[src/rtl/serial_sub_pkg.sv]
// -----------------------------------------------------------------------------
// serial_sub_pkg
// Shared definitions for the digit-serial subtractor:
//   - FSM state encodings (IDLE / RUN / DONE)
//   - slice-counter width helper (clog2 of the slice count, minimum 1 bit)
// -----------------------------------------------------------------------------
package serial_sub_pkg;

  typedef logic [1:0] state_t;

  localparam state_t ST_IDLE = 2'd0;
  localparam state_t ST_RUN  = 2'd1;
  localparam state_t ST_DONE = 2'd2;

  // Width of a counter that must index slices 0 .. n-1.
  // A single-slice operation still needs a 1-bit counter register.
  function automatic int cnt_width(input int n);
    if (n <= 2) begin
      return 1;
    end
    return $clog2(n);
  endfunction

endpackage : serial_sub_pkg

[src/rtl/serial_subtractor_sub_digit.sv]
// -----------------------------------------------------------------------------
// sub_digit
// Combinational DIGIT-bit borrow-ripple subtractor: d = x - y - bi.
//
// Ports
//   x  [DIGIT-1:0] in  : minuend slice
//   y  [DIGIT-1:0] in  : subtrahend slice
//   bi             in  : borrow into the least significant bit
//   d  [DIGIT-1:0] out : difference slice
//   bo             out : borrow out of the most significant bit
// -----------------------------------------------------------------------------
module sub_digit #(
  parameter int DIGIT = 1
) (
  input  logic [DIGIT-1:0] x,
  input  logic [DIGIT-1:0] y,
  input  logic             bi,
  output logic [DIGIT-1:0] d,
  output logic             bo
);

  logic brw;

  always_comb begin
    brw = bi;
    d   = '0;
    for (int i = 0; i < DIGIT; i++) begin
      d[i] = x[i] ^ y[i] ^ brw;
      // A bit position borrows when x is 0 and something is taken from it,
      // or when both y and the incoming borrow must be taken.
      brw  = (~x[i] & (y[i] | brw)) | (y[i] & brw);
    end
    bo = brw;
  end

endmodule : sub_digit

[src/rtl/serial_subtractor.sv]
// -----------------------------------------------------------------------------
// serial_subtractor
// Digit-serial subtractor computing a - b - bin over WIDTH/DIGIT clock cycles,
// least significant slice first, with unsigned borrow-out and signed overflow.
//
// Parameters
//   WIDTH : operand width (2..64)
//   DIGIT : bits processed per cycle (must divide WIDTH)
//
// Ports
//   clk              in  : clock, rising edge
//   rst              in  : synchronous active-high reset
//   start            in  : begin a subtraction (ignored while busy)
//   a, b [WIDTH-1:0] in  : minuend / subtrahend, sampled on accepted start
//   bin              in  : borrow-in, sampled on accepted start
//   busy             out : high for the N processing cycles
//   done             out : one-cycle completion pulse
//   diff [WIDTH-1:0] out : a - b - bin modulo 2^WIDTH
//   bout             out : unsigned borrow-out (a < b + bin)
//   ovf              out : two's-complement overflow
//
// diff/bout/ovf are registered and change only when an operation completes,
// so downstream logic never sees a partially assembled result.
// -----------------------------------------------------------------------------
module serial_subtractor
  import serial_sub_pkg::*;
#(
  parameter int WIDTH = 8,
  parameter int DIGIT = 1
) (
  input  logic             clk,
  input  logic             rst,
  input  logic             start,
  input  logic [WIDTH-1:0] a,
  input  logic [WIDTH-1:0] b,
  input  logic             bin,
  output logic             busy,
  output logic             done,
  output logic [WIDTH-1:0] diff,
  output logic             bout,
  output logic             ovf
);

  localparam int N     = WIDTH / DIGIT;
  localparam int CNT_W = cnt_width(N);
  localparam logic [CNT_W-1:0] CNT_LAST = CNT_W'(N - 1);
  localparam logic [CNT_W-1:0] CNT_ONE  = CNT_W'(1);

  generate
    if ((WIDTH < 2) || (WIDTH > 64)) begin : g_bad_width
      $error("serial_subtractor: WIDTH must be in 2..64");
    end
    if ((DIGIT < 1) || ((WIDTH % DIGIT) != 0)) begin : g_bad_digit
      $error("serial_subtractor: DIGIT must divide WIDTH");
    end
  endgenerate

  // Signed overflow of a - b: only possible when the operands differ in sign,
  // and visible as a result whose sign disagrees with the minuend.
  function automatic logic sub_ovf(input logic a_sgn, input logic b_sgn,
                                   input logic d_sgn);
    return (a_sgn != b_sgn) && (d_sgn != a_sgn);
  endfunction

  // Control state
  state_t           state;
  logic [CNT_W-1:0] cnt;
  logic             brw;

  // Datapath state (not reset: contents only matter after an accepted start)
  logic [WIDTH-1:0] a_sh;
  logic [WIDTH-1:0] b_sh;
  logic [WIDTH-1:0] d_sh;
  logic             a_sgn;
  logic             b_sgn;

  logic             accept;
  logic             last;
  logic [DIGIT-1:0] slice_d;
  logic             slice_bo;
  logic [WIDTH-1:0] slice_ext;
  logic [WIDTH-1:0] d_next;

  assign accept = !rst && start && (state != ST_RUN);
  assign last   = (state == ST_RUN) && (cnt == CNT_LAST);

  assign busy = (state == ST_RUN);
  assign done = (state == ST_DONE);

  sub_digit #(
    .DIGIT (DIGIT)
  ) u_sub_digit (
    .x  (a_sh[DIGIT-1:0]),
    .y  (b_sh[DIGIT-1:0]),
    .bi (brw),
    .d  (slice_d),
    .bo (slice_bo)
  );

  // The result register fills from the top: each new slice enters at the
  // MSB end, so after N shifts the first slice sits at bit 0.
  always_comb begin
    slice_ext              = '0;
    slice_ext[DIGIT-1:0]   = slice_d;
    d_next = (d_sh >> DIGIT) | (slice_ext << (WIDTH - DIGIT));
  end

  // Control: FSM, slice counter, borrow chain, result registers
  always_ff @(posedge clk) begin
    if (rst) begin
      state <= ST_IDLE;
      cnt   <= '0;
      brw   <= 1'b0;
      diff  <= '0;
      bout  <= 1'b0;
      ovf   <= 1'b0;
    end else begin
      case (state)
        ST_IDLE, ST_DONE: begin
          if (start) begin
            state <= ST_RUN;
            cnt   <= '0;
            brw   <= bin;
          end else begin
            state <= ST_IDLE;
          end
        end
        ST_RUN: begin
          brw <= slice_bo;
          cnt <= cnt + CNT_ONE;
          if (last) begin
            state <= ST_DONE;
            diff  <= d_next;
            bout  <= slice_bo;
            ovf   <= sub_ovf(a_sgn, b_sgn, d_next[WIDTH-1]);
          end
        end
        default: begin
          state <= ST_IDLE;
        end
      endcase
    end
  end

  // Datapath: operand shift registers and partial result
  always_ff @(posedge clk) begin
    if (accept) begin
      a_sh  <= a;
      b_sh  <= b;
      a_sgn <= a[WIDTH-1];
      b_sgn <= b[WIDTH-1];
    end else if (state == ST_RUN) begin
      a_sh <= a_sh >> DIGIT;
      b_sh <= b_sh >> DIGIT;
      d_sh <= d_next;
    end
  end

endmodule : serial_subtractor

[config.mk]
export PLATFORM = sky130hd
export DESIGN_NAME = serial_subtractor
export DESIGN_NICKNAME = d
export VERILOG_FILES = /design/src/rtl/serial_sub_pkg.sv /design/src/rtl/serial_subtractor_sub_digit.sv /design/src/rtl/serial_subtractor.sv
export SDC_FILE = /design/constraint.sdc
export NUM_CORES = 1
export LEC_CHECK = 0
export CORE_AREA = 3 3 73 75
export DETAILED_ROUTE_END_ITERATION = 10
export DIE_AREA = 0 0 76 78
export GPL_TIMING_DRIVEN = 0
export PLACE_DENSITY = 0.55
export SLEW_MARGIN = 20
export SYNTH_ARGS = -nofsm -noshare
export SYNTH_HDL_FRONTEND = slang
export SYNTH_SLANG_ARGS = --single-unit
[constraint.sdc]
create_clock -name clk -period 2.7 [get_ports clk]
set_input_delay 0.54 -clock clk [delete_from_list [all_inputs] [get_ports clk]]
set_output_delay 0.54 -clock clk [all_outputs]
set_load 0.02 [all_outputs]
==> flow_metrics.py <==
metrics = {
    "synthesis": {
        "postSynthCellCount": 126,
        "mappedNetlistArea_um2": 1665,
        "synth_warnings": 0,
        "synth_sequential_area_ratio_pct": 64.31,
        "yosysUniqueCellTypes": 27,
        "postSynthRegisterBits": 41,
        "avgSynthCellArea_um2": 13.22,
        "synth.net_count": 149,
    },
    "routing": {
        "drc_violations_left": 0,
        "average_wire_per_cell_in_the_routed_design_um": 12.59,
        "antenna_left": 0,
        "route.detailed.vias_per_inst": 4.466,
        "drt-pass1-iter-count": 4,
        "first_iter_violations": 65,
        "vias": 1036,
        "routed_wl_um": 2922,
    },
    "setup_path": {
        "slowest_delay_ns": 0.63,
        "timing.critical_path.from_type": "flip-flop",
        "crit_required_ns": 2.16,
        "timing.critical_path.buf_inv": 2,
        "cp_arrival_ns": 1.68,
        "crit_path_start": "state[0]",
        "reg2reg_from": "state[1]",
        "worst_path_slowest_cell": "sky130_fd_sc_hd__clkdlybuf4s50_1",
        "worst_path_dominant_cell_family": "buffers and inverters",
        "worst_path_fanout_max": 12,
        "cp-end-kind": "output port",
        "crit_path_cell_trace": "nand2b_4, inv_4, clkdlybuf4s50_1",
        "crit_path_class": "reg -> out",
    },
    "clock_tree": {
        "cts_hold_buf": 0,
        "cts_resized": 0,
        "cts_htree_levels": 2,
        "post_cts_buffers": 0,
        "cts_num_sinks": 41,
        "clk_path_buf_depth": 2,
        "cts_tree": "done",
        "clk_pin_slew_worst_paths_ns": 0.08,
        "clkLatencyLatePin_ns": 0.29,
        "cts_inserted_buffers": 5,
        "cts.root.buffer_cell": "sky130_fd_sc_hd__clkbuf_8",
    },
    "sta": {
        "finalCriticalPeriod_ns": 2.223,
        "final.setup_skew_ns": 0.005751,
        "relSlewSlack_pct": 67.48,
        "hold_violations": 0,
        "setup-violations-final": 0,
        "timing.final.max_slew_violations": 0,
        "setup_ws_ns": 0.4768,
        "fmax_mhz": 449.8,
        "minimum_hold_slack_ns": 0.4545,
        "max_slew.worst_pin.slew_ns": 0.4878,
        "rsz_0062_raised_after_global_routing": "no",
        "timing.final.crit_share_pct": 82.34,
    },
    "floorplanning": {
        "floorplan.initialDensity_pct": 35.26,
        "fp-row-count": 25,
        "dieArea_um2": 5928,
        "pin_count": 32,
        "die_boundary_height_um": 78,
        "core_area_um2": 4723,
        "dieWidth_um": 76,
    },
    "global_routing": {
        "grt_max_degree": 14,
        "grt_antenna_before_repair": 0,
        "globalRouteTotalUtil_pct": 10.98,
        "first_pass_grt_wire_length_um": 5085,
        "grt_ovf": 0,
        "first_global_vias": 1105,
    },
    "final_layout": {
        "instances_no_fill": 232,
        "drive_gt1_share_pct": 17.58,
        "final_net_count": 187,
        "area_growth_syn_to_layout_pct": 29.15,
        "num_antenna_cells": 0,
    },
    "min_path": {
        "hp-class": "reg -> reg",
        "hold_path.startpoint": "diff[3]",
    },
    "outcome": {
        "run_status": "complete, no violations",
    },
    "power": {
        "max-vdd-ir-drop_uv": 241.3,
        "total_leakage_power_uw": 0.0007903,
        "total_power_uw": 1244,
        "pwr_density_cell_nw_per_um2": 578.6,
    },
    "place": {
        "place.port_buffers": 30,
        "place.detailed.hpwl_um": 2165,
        "place.detailed.instances": 224,
        "gp_congestion": 0.6634,
        "dp_slack_ns": 0.3258,
    },
    "run": {
        "drv.max_cap_violation_count": 0,
    },
}
## kinds of logic after synthesis
family                   after synthesis  synth area share (%)
flip-flops                            41                 64.31
AND/OR/NAND/NOR                       39                 11.42
AO/OA/AOI/OAI                         16                 5.560
multiplexers                          15                 11.72
buffers and inverters                 12                 4.283
adder cells (fa/ha/maj)                3                 2.705
## worst reg2reg max path: cells and delay by family, from the launching register on
kind / cells / cell delay [ns]
buffers and inverters: 3 / 0.40
flip-flops: 1 / 0.40
multiplexers: 1 / 0.29
AND/OR/NAND/NOR: 2 / 0.53
## routing by layer
layer	vias up	wire length, µm	GRT usage (%)
li1	518	-	-
met1	483	1336	13.21
met2	30	1371	18.17
met3	5	166	3.712
met4	0	48	4.348
met5	-	0	0
## cells in the final DEF, fill, tap and decap left out, types with 2 or more instances in the layout
cell | netlist | layout
sky130_fd_sc_hd__edfxtp_1 | 25 | 25
sky130_fd_sc_hd__ha_1 | 2 | 2
sky130_fd_sc_hd__nand3b_1 | 3 | 3
sky130_fd_sc_hd__inv_1 | 6 | 6
sky130_fd_sc_hd__mux2_4 | 7 | 7
sky130_fd_sc_hd__clkbuf_1 | 3 | 3
sky130_fd_sc_hd__a311oi_1 | 2 | 2
sky130_fd_sc_hd__nand3_1 | 2 | 2
sky130_fd_sc_hd__mux2_2 | 8 | 8
sky130_fd_sc_hd__nand2_1 | 19 | 19
sky130_fd_sc_hd__buf_6 | 1 | 2
sky130_fd_sc_hd__clkbuf_8 | 0 | 5
sky130_fd_sc_hd__dfxtp_1 | 16 | 16
sky130_fd_sc_hd__clkdlybuf4s50_1 | 0 | 30
sky130_fd_sc_hd__a21oi_1 | 11 | 11
sky130_fd_sc_hd__clkinv_2 | 0 | 2
sky130_fd_sc_hd__nor2_1 | 8 | 8
## layout make-up
class | instances | area [µm²]
fillers | 443 | 2572
flip-flops and latches | 41 | 1071
multi-input cells | 73 | 526.8
repair buffers | 31 | 311.5
well taps | 67 | 83.83
clock buffers | 5 | 68.82
plain buffers | 5 | 42.54
inverters | 7 | 28.78
clock inverters | 3 | 17.52
## final timing paths
kind / endpoint / slack [ns] / cells past startpoint
worst min-delay path: diff[3] / 0.45 / 2
worst max register to register: a_sh[5] / 0.83 / 6
worst min register to register: diff[3] / 0.45 / 2
worst max-delay path: busy / 0.48 / 3
## per-stage QoR
stage	area, µm²	utilization, %	TNS (ns)
after detailed placement	2064	43.71	0
after CTS	2151	45.54	0
after global routing	2151	45.54	0
after global placement	2049	43.39	-8.195
after floorplan	1665	-	0
final	2151	45.54	0
## state kept, by name, indices dropped and copies added, names as in the netlist
register and count:
a_sh 8, b_sh 8, diff 8, d_sh 7, cnt 3, state 2
a_sgn 1, b_sgn 1, bout 1, brw 1, ovf 1
## cells in the mapped netlist
cell,count,area share [%]
sky130_fd_sc_hd__dfxtp_1,16,19
sky130_fd_sc_hd__inv_1,6,1.4
sky130_fd_sc_hd__clkbuf_1,3,0.68
sky130_fd_sc_hd__nand2_1,19,4.3
sky130_fd_sc_hd__a311oi_1,2,1.1
sky130_fd_sc_hd__o21ai_0,1,0.30
sky130_fd_sc_hd__nor3b_1,1,0.45
sky130_fd_sc_hd__and3b_1,1,0.53
sky130_fd_sc_hd__a211oi_1,1,0.45
sky130_fd_sc_hd__or3_1,1,0.38
sky130_fd_sc_hd__ha_1,2,1.5
sky130_fd_sc_hd__inv_4,1,0.38
sky130_fd_sc_hd__edfxtp_1,25,45
sky130_fd_sc_hd__buf_12,1,1.2
sky130_fd_sc_hd__nand2b_1,1,0.38
sky130_fd_sc_hd__nor2b_1,1,0.38
sky130_fd_sc_hd__a21oi_1,11,3.3
sky130_fd_sc_hd__buf_6,1,0.68
sky130_fd_sc_hd__mux2_4,7,6.3
sky130_fd_sc_hd__o21a_1,1,0.45
sky130_fd_sc_hd__nand3_1,2,0.60
sky130_fd_sc_hd__nand3b_1,3,1.4
sky130_fd_sc_hd__or2b_1,1,0.45
sky130_fd_sc_hd__nand2b_4,1,0.83
sky130_fd_sc_hd__mux2_2,8,5.4
sky130_fd_sc_hd__nor2_1,8,1.8
sky130_fd_sc_hd__fa_1,1,1.2
## report_power, final
part	total [µW]	switching, µW	internal, µW
combinational	133	56.8	76.4
clock	380	202	178
sequential	731	16.2	715
No activity file was read; power rests on OpenSTA's default activity.
==> RTL change 1: new RTL, config.mk and constraints unchanged <==
Change the parameter `WIDTH` from 8 to 4.
--- a/src/rtl/serial_subtractor.sv
+++ b/src/rtl/serial_subtractor.sv
@@ -25,7 +25,7 @@
 module serial_subtractor
   import serial_sub_pkg::*;
 #(
-  parameter int WIDTH = 8,
+  parameter int WIDTH = 4,
   parameter int DIGIT = 1
 ) (
   input  logic             clk,
Ports: changed (resized a, b and diff); port bits go from 32 to 20. No check against the original RTL was run, so the function may have changed too.
==> RTL change 1 against the unedited design <==
- design area down 38%
- power down 37%
- setup slack better by 0.019 ns
- sequential cell count down 17
- critical path type unchanged
- clock power down 27%
- routed wire length down 37%
- register-to-register slack better by 0.41 ns
- area after synthesis down 40%
- first-iteration DRC count down 32%
==> RTL change 1: results (changes against the unedited design) <==
metric,value,unit,change
outcome,"complete, no violations",,
first-pass GRT wire length,3346,um,-34%
Compound-Gate Fraction of Synth Area,0.05375,,-0.001847
1st-iter DRT viols,44,,-32%
GR Util All Layers,0.07185,,-0.03796
met1 usage,0.08941,,-0.04269
gpl congestion,0.7069,,+6.6%
Reg2Reg Setup Slack,1.24,ns,+0.41 ns
M1 WL,933,um,-30%
Port Buf Inserts,19,,-37%
worst r2r src,b_sh[0],,
"EDFF count, synth",13,,-48%
layout cells sized above 1,0.1616,,-0.01414
worst hold start,d_sh[3],,
FF-to-FF End,ovf,,
P_leak,0.4766,nW,-40%
total power,0.0007862,W,-37%
r2r worst-path depth,4,,-2
via/cell ratio,3.675,,-18%
clock skew,0.006982,ns,+0.001231 ns
crit path DAT,1.66,ns,-0.02 ns
placed cell area,1275,um^2,-38%
H-tree Lvls,1,,-1
cts bufs inserted,3,,-2
max incr delay on CP,0.65,ns,+0.02 ns
largest registers,"a_sh x4, b_sh x4, diff x4",,
worst ir drop on vdd,0.0002689,V,+11%
worst-skew pair later-pin latency,0.27,ns,-0.02 ns
Post-synth top cells,"edfxtp_1 (13), dfxtp_1 (11), nor2_1 (8), mux2_2 (6)",,
synth top area cells,"edfxtp_1 (39%), dfxtp_1 (22%), mux2_2 (6.7%), mux2i_1 (4.0%), nor2_1 (3.0%)",,
Final HPWL DP,1384,um,-36%
met2 routed wirelength,799,um,-42%
dpl ws,0.6604,ns,+0.3346 ns
Routed WL,1846,um,-37%
vias in the first global route,663,,-40%
worst hold path cell count,0,,-2
post-synthesis mux area share,0.1075,,-0.009705
via count,610,,-41%
syn_nets,90,,-40%
Hold EP,d_sh[2],,
sequential share of the synthesized area,0.6100,,-0.03313
Mean Syn Cell Area,13.17,um^2,-0.35%
met2 Use GR,0.1144,,-0.06738
Critical Path Fanout Max,6,,-6
clock network power share,0.355,,+0.050
[RTL change 1: cell count changes after synthesis, sizes merged, moves of 3 or more]
cell	before	now
a21oi	11	2
dfxtp	16	11
edfxtp	25	13
inv	7	4
mux2	15	6
mux2i	0	4
nand2	19	4
[RTL change 1: how the worst max path moves through the flow]
stage | slack (ns) | cells after the start | endpoint | startpoint
after floorplan | 1.25 | 4 | a_sh[0] | rst
after global placement | 0.69 | 5 | a_sh[0] | rst
after detailed placement | 0.66 | 5 | a_sh[1] | rst
after CTS | 0.47 | 3 | busy | state[0]
after global routing | 0.40 | 3 | busy | state[0]
final | 0.50 | 3 | busy | state[0]
[RTL change 1: cell type report]
cell class,instances,area [um^2]
clock buffers,4,66.31
flip-flops and latches,24,610.6
plain buffers,3,26.28
well taps,67,83.83
repair buffers,19,190.2
multi-input cells,45,349.1
inverters,4,15.01
fillers,484,3382
==> RTL change 2: new RTL, same flow settings <==
Without the edit above. Reset style: asynchronous (`rst`), changed in one clocked block. Comments in the files are not updated.
--- a/src/rtl/serial_subtractor.sv
+++ b/src/rtl/serial_subtractor.sv
@@ -106,7 +106,7 @@
   end
 
   // Control: FSM, slice counter, borrow chain, result registers
-  always_ff @(posedge clk) begin
+  always_ff @(posedge clk or posedge rst) begin
     if (rst) begin
       state <= ST_IDLE;
       cnt   <= '0;
Function: differs if rst is asserted again (counterexample within 4 cycles, from zero or initial values and one cycle with rst high); with rst held inactive, the same outputs for 10 cycles.
==> RTL change 2 against the unedited design <==
- first-iteration DRC count decreased by 60%
- worst hold slack better by 0.0010 ns
- routed wire length down 13%
- sequential cell count did not move
- area after synthesis rose by 2.0%
- setup slack lost 0.25 ns
- design area up 2.6%
Power is not compared: it rests on default switching activity, and its combinational part moved more than twofold at a synthesized area within 25%.
==> RTL change 2: results (changes against the unedited design) <==
metric,value,unit,change
r2r worst-path depth,5,,-1
worst-margin pin slew,0.6880,ns,+0.2002 ns
via count,909,,-12%
1st-iter DRT viols,26,,-60%
vias in the first global route,951,,-14%
clock skew,0.004109,ns,-0.001642 ns
Pre-antenna DRT Iters,2,,-2
worst hold start,d_sh[6],,
largest net degree at the start of global routing,18,,+4
Reg2Reg Setup Slack,0.96,ns,+0.13 ns
GR Util All Layers,0.09707,,-0.01274
Final #Nets,164,,-12%
largest registers,"a_sh x8, b_sh x8, diff x8",,
Port Buf Inserts,31,,+3.3%
max incr delay on CP,0.68,ns,+0.05 ns
dpl ws,0.1601,ns,-0.1657 ns
outcome,"complete, no violations",,
worst r2r src,cnt[0],,
Post-synth top cells,"edfxtp_1 (25), dfrtp_1 (16), mux2_2 (14), mux2_4 (9), inv_1 (7)",,
Resized cells post-CTS,0,,unchanged
Critical Path Fanout Max,9,,-3
Sw Ratio,0.2899,,
sequential share of the synthesized area,0.6780,,+0.03484
Max Clk Rate,0.4036,GHz,-10%
synth top area cells,"edfxtp_1 (44%), dfrtp_1 (24%), mux2_2 (9.3%), mux2_4 (8.0%), inv_1 (1.5%)",,
worst hold path cell count,0,,-2
Hold EP,d_sh[5],,
Startpoint Class,flop,,
layout cells sized above 1,0.2465,,+0.07072
Ys Warns,0,,unchanged
Routed WL,2545,um,-13%
gpl congestion,0.7359,,+11%
syn_nets,126,,-15%
Worst Hold Class,reg -> reg,,
Final HPWL DP,1884,um,-13%
"Async S/R FF share, synth",0.3902,,+0.3902
count of cell types in the netlist,23,,-15%
FF-to-FF End,diff[4],,
first-pass GRT wire length,4436,um,-13%
## RTL change 2: cell count changes after synthesis, moves of 3 or more
| cell | change |
|---|---|
| nor2_1 | -7 |
| mux2_2 | +6 |
| o21ai_0 | +3 |
| dfrtp_1 | +16 |
| nand2_1 | -14 |
| clkbuf_1 | -3 |
| dfxtp_1 | -16 |
| a21oi_1 | -10 |
## RTL change 2: area by class of cell
class                           count  area [um^2]
Sequential cell                    41         1151
Tap cell                           67        83.83
Fill cell                         420         2517
Clock buffer                        5        68.82
Buffer                              3        27.53
Inverter                            7        26.28
Multi-Input combinational cell     52        493.0
Timing Repair Buffer               31        310.3
Clock inverter                      3        45.04
## RTL change 2: worst register-to-register path: cells and delay by family (launching register included)
family / cells / cell delay [ns]
adder cells (fa/ha/maj): 2 / 0.40
buffers and inverters: 1 / 0.28
flip-flops: 1 / 0.40
multiplexers: 1 / 0.36
AND/OR/NAND/NOR: 1 / 0.20
## RTL change 2: cell families after synthesis
kind of cell,count (synthesis),synth area share
buffers and inverters,10,0.03169
AO/OA/AOI/OAI,8,0.02727
adder cells (fa/ha/maj),3,0.02653
AND/OR/NAND/NOR,18,0.06412
multiplexers,23,0.1724
flip-flops,41,0.6780
## RTL change 2: per-stage QoR
stage,instances,instance area [um^2],hold WS [ns],utilization,total power (W)
after floorplan,103,1698,0.4222,-,0.001752
after detailed placement,201,2092,0.4383,0.4429,0.002084
final,209,2206,0.4555,0.4670,0.002532
after global placement,201,2092,0.4273,0.4429,0.002057
after global routing,209,2206,0.4749,0.4670,0.002715
after CTS,209,2206,0.4583,0.4670,0.002582
## RTL change 2: metal layers
layer,track usage,vias up,share of wire
met2,0.1445,22,0.47
met4,0.03804,0,0.018
met1,0.1273,437,0.46
met3,0.03828,5,0.052
li1,-,445,-
met5,0,-,0
## RTL change 2: power groups by stage
| stage | combinational, W | sequential [W] | clock [W] |
|---|---|---|---|
| 6_report | 0.000865 | 0.00118 | 0.000488 |
| 5_1_grt | 0.000953 | 0.00122 | 0.000544 |
| 4_1_cts | 0.000887 | 0.00118 | 0.000510 |
| 3_5_place_dp | 0.000886 | 0.00120 | 0 |
| 3_3_place_gp | 0.000872 | 0.00119 | 0 |
| 2_1_floorplan | 0.000502 | 0.00125 | 0 |
## RTL change 2: worst max path at each step
stage	start	to	slack, ns	cells past startpoint
final	state[1]	busy	0.22	4
after global routing	state[1]	busy	0.12	4
after CTS	state[1]	busy	0.17	4
after detailed placement	rst	b_sh[6]	0.16	5
after global placement	rst	a_sh[6]	0.13	5
after floorplan	rst	a_sh[2]	0.86	4
